--- src/rtl/pattern_gen_multichannel.sv ---
// Multichannel synthetic waveform source standing in for the ADC front end.
// Each channel is a phase accumulator shaped to ramp, square, triangle or constant.
module pattern_gen_multichannel #(
    parameter int CHANNELS     = 2,
    parameter int SAMPLE_WIDTH = 16,
    parameter int DIV_WIDTH    = 16
) (
    input  logic                             clk,
    input  logic                             reset,
    input  logic                             enable,
    input  logic [DIV_WIDTH-1:0]             sample_div,
    input  logic [2*CHANNELS-1:0]            mode,
    input  logic [SAMPLE_WIDTH*CHANNELS-1:0] step,
    input  logic                             data_ready,
    input  logic                             clear_overflow,
    output logic [SAMPLE_WIDTH*CHANNELS-1:0] data_out,
    output logic                             data_valid,
    output logic                             overflow,
    output logic [15:0]                      drop_count
);

    localparam int W = SAMPLE_WIDTH;
    localparam logic [DIV_WIDTH-1:0] DIV_ONE = DIV_WIDTH'(1);

    logic [DIV_WIDTH-1:0]    div_cnt;
    logic [W-1:0]            acc [CHANNELS];
    logic [W*CHANNELS-1:0]   shaped;
    logic                    tick;
    logic                    slot_free;
    logic                    drop;

    function automatic logic [W-1:0] shape(input logic [1:0] m,
                                            input logic [W-1:0] a,
                                            input logic [W-1:0] s);
        logic [W-1:0] t;
        t = {a[W-2:0], 1'b0};
        case (m)
            2'd0:    shape = a;
            2'd1:    shape = a[W-1] ? {W{1'b1}} : {W{1'b0}};
            2'd2:    shape = a[W-1] ? ~t : t;
            2'd3:    shape = s;
            default: shape = a;
        endcase
    endfunction

    // >= rather than == so lowering sample_div mid-count ticks immediately
    assign tick      = enable && (div_cnt >= sample_div);
    assign slot_free = !data_valid || data_ready;
    assign drop      = tick && !slot_free;

    // Shape every channel from its current accumulator phase
    always_comb begin
        shaped = {(W*CHANNELS){1'b0}};
        for (int n = 0; n < CHANNELS; n++) begin
            shaped[n*W +: W] = shape(mode[2*n +: 2], acc[n], step[n*W +: W]);
        end
    end

    // Sample-rate divider, parked at zero while disabled
    always_ff @(posedge clk or posedge reset) begin
        if (reset) begin
            div_cnt <= {DIV_WIDTH{1'b0}};
        end else if (!enable || tick) begin
            div_cnt <= {DIV_WIDTH{1'b0}};
        end else begin
            div_cnt <= div_cnt + DIV_ONE;
        end
    end

    // Accumulators advance on every tick, even when the sample is dropped
    always_ff @(posedge clk or posedge reset) begin
        if (reset) begin
            for (int n = 0; n < CHANNELS; n++) begin
                acc[n] <= {W{1'b0}};
            end
        end else if (tick) begin
            for (int n = 0; n < CHANNELS; n++) begin
                acc[n] <= acc[n] + step[n*W +: W];
            end
        end
    end

    // Output register and valid/ready handshake
    always_ff @(posedge clk or posedge reset) begin
        if (reset) begin
            data_out   <= {(W*CHANNELS){1'b0}};
            data_valid <= 1'b0;
        end else if (tick && slot_free) begin
            data_out   <= shaped;
            data_valid <= 1'b1;
        end else if (data_valid && data_ready) begin
            data_valid <= 1'b0;
        end
    end

    // Sticky overflow and saturating drop counter; a drop beats a clear
    always_ff @(posedge clk or posedge reset) begin
        if (reset) begin
            overflow   <= 1'b0;
            drop_count <= 16'd0;
        end else if (drop) begin
            overflow <= 1'b1;
            if (clear_overflow) begin
                drop_count <= 16'd1;
            end else if (drop_count != 16'hFFFF) begin
                drop_count <= drop_count + 16'd1;
            end
        end else if (clear_overflow) begin
            overflow   <= 1'b0;
            drop_count <= 16'd0;
        end
    end

endmodule
--- config.mk ---
export PLATFORM = sky130hd
export DESIGN_NAME = pattern_gen_multichannel
export DESIGN_NICKNAME = d
export VERILOG_FILES = /design/src/rtl/pattern_gen_multichannel.sv
export SDC_FILE = /design/constraint.sdc
export NUM_CORES = 1
export LEC_CHECK = 0
export BUFFER_PORTS_ARGS = -buffer_cell sky130_fd_sc_hd__buf_2
export CAP_MARGIN = 5
export CORE_MARGIN = 2
export CORE_UTILIZATION = 36
export CTS_CLUSTER_DIAMETER = 50
export CTS_CLUSTER_SIZE = 28
export DETAILED_ROUTE_END_ITERATION = 6
export SKIP_LAST_GASP = 1
export SYNTH_ARGS = -nofsm -noshare
export SYNTH_HDL_FRONTEND = slang
export SYNTH_SLANG_ARGS = --single-unit
--- constraint.sdc ---
create_clock -name clk -period 2.9 [get_ports clk]
set_input_delay 0.145 -clock clk [delete_from_list [all_inputs] [get_ports clk]]
set_output_delay 0.145 -clock clk [all_outputs]
set_load 0.02 [all_outputs]
# ---- Yosys cells after proc, flatten, opt, wreduce, memory -nomap -nowiden
# Index checks and enable logic that the tools add are counted.
dict set report word_totals {
  regBits 98
  inputBits 57
  output_inout_bits 50
  word_cells 51
}
dict set report classes {
  add_sub_neg 4
  order_cmp 1
  eq_ne 7
  mux 15
  n_bitwise 2
  n_reduce_logical 15
}
# cell n
set ops {}
lappend ops {{two-way mux 16 bit} 9}
lappend ops {{case mux 16 bit (4 select lines)} 2}
lappend ops {{adder 16 x 1 -> 16 bit (second input constant)} 2}
lappend ops {{adder 16 bit} 2}
lappend ops {{NOT 16 bit} 2}
lappend ops {{>= comparator 16 bit} 1}
lappend ops {{!= test 16 bit (second input constant)} 1}
lappend ops {{== test 2 bit (second input constant)} 4}
lappend ops {{nonzero test 2 bit} 3}
lappend ops {{== test 2 x 1 -> 1 bit (second input constant)} 2}
lappend ops {{logical AND 1 bit} 4}
lappend ops {{zero test 2 bit} 2}
lappend ops {{two-way mux 1 bit} 4}
lappend ops {{zero test 1 bit} 3}
lappend ops {{logical OR 1 bit} 2}
lappend ops {{AND reduction 2 bit} 1}

# ---- Longest topological paths before layout
dict set report logic_depth {
  ltp_word 6
  ltp_mapped 11
  ltp_nobuf 10
}

# ---- Least setup slack after synthesis
# Ideal clock, no wire load.
dict set report synth_timing {
  kind {register to register}
  start {register acc[0] in the netlist's numbering}
  end {register acc[14] in the netlist's numbering}
  setup_time_ps 125
  t_arrival_ps 2139
  path_slack_ps 636
  path_stages_with_launch 11
  path_buffers 0
  cell_sequence {dfrtp_1 > ha_1 > inv_1 > fa_1 > nor2b_1 > o31a_1 > o22ai_2 > o31ai_1 > a21oi_2 > xnor2_1 > mux2_4}
}
dict set report synth_between {
  elab_chain_len 1
}
# item line
set synth_lines {}
lappend synth_lines {{start: declaration} 26} ;# logic [W-1:0] acc [CHANNELS];
lappend synth_lines {{start signal: indexed assignment} 74} ;# acc[n] <= {W{1'b0}};
lappend synth_lines {{start signal: indexed assignment} 78} ;# acc[n] <= acc[n] + step[n*W +: W];
lappend synth_lines {{adder 16 bit} 78}
# No other way between the ends.
# A chain may end at the register's enable or synchronous reset.

# ---- Worst setup path in the final report
# Same ends and word-level chain as after synthesis.

==> flow_summary.toml <==
[synth]
ys_warn_count = 0
syn-cell-area_um2 = 6865
syn_inst = 828
synth-compound-area-share_pct = 20.59
synthAdderAreaFrac_pct = 9.331
yosys.area_share.simple_pct = 18.95
ys_async_sr_fraction_pct = 100.0
yosysSeqAreaShare_pct = 35.72
ys.flop_type = "dfrtp_1"
synthXorXnorAreaFrac_pct = 9.696
netlist.top_cell.by_area = "dfrtp_1"
synth.distinct_cells = 59
syn-num-nets = 935
synth_top_family_by_area = "compound AO/OA/AOI/OAI gates"
synth_edf_count = 0
synthMuxAreaShare_pct = 0.9659
yosys-top-cells-area = "dfrtp_1 36%, ha_1 8.7%, o21ai_0 6.3%, xnor2_1 6.3%, nor2_1 5.6%"
synth_top_area_share_pct = 35.72
avgSynthCellArea_um2 = 8.291
ys_ff_latch = 98

[critical_path]
r2r-start = "acc[0]$_DFFE_PP0P_"
ff2ff_path_depth = 10
arrival_ns = 2.68
regToRegSetupSlack_ns = 0.44
critical_path.max_stage_delay_ns = 0.41
crit_slowest_cell = "dfrtp_1"
cp_top_family = "compound AO/OA/AOI/OAI gates"
r2r_end = "acc[14]$_DFFE_PP0P_"
required_ns = 3.13
cp_num_buf_inv = 1
cp_cell_sequence = "ha_1 > inv_1 > fa_1 > nor2b_1 > o31a_1 > o22ai_2 > o31ai_1 > a21oi_2 > xnor2_1 > mux2_4"
crit_type = "reg -> reg"
cp-end-kind = "register"
cp-start-kind = "register"
cp_max_fo = 4

[timing]
worstMarginPinSlew_ns = 0.7383
tns_ns = 0
hold_violations = 0
setup_viol = 0
max_freq_mhz = 407.3
period_minus_slack_ns = 2.455
slew_violations = 0
finClkSkew_ns = 0.01296
period_share_pct = 84.66
slew_headroom_pct = 50.78
rsz0062_at_grt = "false"

[cells_and_area]
nets = 1023
drive_gt1_share_pct = 16.63
diodes = 0
area_growth_pct = 15.00
final_cell_mix = "106 x buf_2, 103 x nor2_1, 98 x dfrtp_1, 90 x nand2_1, 87 x o21ai_0"
fin_util_pct = 42.21
final_common_cell = "buf_2"
fillers = 1888

[global_routing]
grt_pass1_wl_mm = 27.97
grt_usage_pct = 17.27
grt_max_degree = 58
antenna_found_initial = 0
grt.overflow.total = 0
grt_pass1_vias = 5465

[drt]
vias = 5871
wirelength_mm = 16.84
firstDrtPassIters = 4
drtAntennaViolNets = 0
routed_via_density = 5.088
drtIter0Drc = 279
post-route-drc-count = 0
routedWlPerCell_um = 14.59

[power_and_ir_drop]
p_per_area_nw_per_um2 = 507.1
ir_drop_mv = 0.2806
power.leakage_uw = 0.003727

[hold_path]
hold_end = "acc[16]$_DFFE_PP0P_"
whs_path_depth = 4
min_path_type = "in -> reg"
hold_start = "step[0]"

[clock_tree]
cts_max_path_buffers = 2
cts_buffers = 9
clk_latency_ns = 0.35
cts-resized-gates = 0
clkSlewWorstSetupHoldPaths_ns = 0.08
cts_tree = "built"
cts_root_buf = "clkbuf_16"
h-tree-depth = 3
cts.sinks = 98

[floorplan]
die_w_um = 142.1
coreArea_um2 = 18710
ios = 107
start_util_pct = 36.70
dieArea_um2 = 20190
die_h_um = 142.1
rows = 50

[placement]
io_buffers = 106
routabilityCongestion = 0.8516
dp_hpwl_mm = 12.60

[outcome]
outcome = "completed"

[run]
drv_cap = 0
==> power breakdown <==
part	internal, µW	switching, µW	leakage [µW]
registers	1480	134	0.00133
logic	534	676	0.00227
clock network	612	568	0.000130
total	2630	1380	0.00373
==> flip-flops by register name, indices dropped and copies added, names as in the netlist <==
register    count
div_cnt        16
data_valid      1
overflow        1
drop_count     16
acc            32
data_out       32
==> worst reg2reg max path: cells and delay by family, from the launching register on <==
kind,cells,cell delay (ns)
simple gates,1,0.16
flops,1,0.41
xor+xnor,1,0.12
fa+ha+maj,2,0.61
buf+inv,1,0.06
compound gates,4,0.73
mux,1,0.25
==> routing by layer <==
layer / GRT usage, % / share of wire [%]
met1: 24.81 / 51
met2: 26.72 / 45
met3: 3.264 / 3.1
met4: 4.474 / 1.7
met5: 0 / 0
==> cells in the mapped netlist, types with 2 or more instances <==
cell type,n
buf_1,2
o21bai_1,2
buf_4,2
a31oi_2,2
nand4_1,10
a211oi_2,2
nand2_1,90
ha_1,48
inv_1,37
o211ai_1,3
o21ai_0,87
nand2b_1,21
and3_1,11
o21ai_1,5
a31o_2,3
dfrtp_1,98
o31ai_1,2
xor2_1,27
buf_2,11
a22o_1,2
clkbuf_1,26
o22ai_1,2
xnor2_1,49
a211oi_1,20
nor2_1,103
mux2i_1,4
o21a_1,3
nor3_1,9
a21o_1,5
a31oi_1,17
fa_1,2
a211o_1,4
nor2b_1,7
and2_1,3
nand3_1,28
a21oi_1,57
o41ai_1,2
==> cell families (layout without fill, tap and decap cells) <==
logic type | Yosys count | after routing
compound gates | 229 | 229
xor+xnor | 76 | 76
fa+ha+maj | 50 | 50
buf+inv | 79 | 171
flops | 98 | 98
mux | 6 | 6
simple gates | 290 | 290
==> stage by stage <==
| stage | hold WS, ns | area (µm²) | total power [µW] | std cells | worst slack (ns) |
|---|---|---|---|---|---|
| final | 0.1548 | 7895 | 4004 | 1154 | 0.4448 |
| after global routing | 0.1469 | 7895 | 4275 | 1154 | 0.1495 |
| after CTS | 0.1388 | 7895 | 4052 | 1154 | 0.4341 |
| after detailed placement | 0.3299 | 7607 | 2852 | 1138 | 0.4468 |
| after global placement | 0.3350 | 7607 | 2845 | 1138 | 0.5022 |
| after floorplan | 0.3708 | 6865 | 2549 | 828 | 0.1929 |
==> how the worst max path moves through the flow <==
stage	start	to	slack (ns)	cells after the start
5_1_grt	acc[16]$_DFFE_PP0P_	acc[28]$_DFFE_PP0P_	0.15	10
3_5_place_dp	acc[16]$_DFFE_PP0P_	acc[28]$_DFFE_PP0P_	0.45	10
4_1_cts	acc[16]$_DFFE_PP0P_	acc[28]$_DFFE_PP0P_	0.43	10
6_report	acc[0]$_DFFE_PP0P_	acc[14]$_DFFE_PP0P_	0.44	10
3_3_place_gp	acc[0]$_DFFE_PP0P_	acc[14]$_DFFE_PP0P_	0.50	10
2_1_floorplan	reset	acc[0]$_DFFE_PP0P_	0.19	1
==> cell type report <==
type                    count  area, µm²  area share, %
clock buffers              11      242.7          3.074
clock inverters             4      35.03         0.4437
inverters                  37      141.4          1.791
multi-input cells         651       4088          51.77
flip-flops and latches     98       2452          31.06
well taps                 234      292.8          3.708
repair buffers            119      643.1          8.146
==> timing repair <==
item,4_1_cts,5_1_grt
hold buffers,1,0
setup buffers,0,0
hold endpoints to repair,52,0
Power figures use the tool's default switching activity.
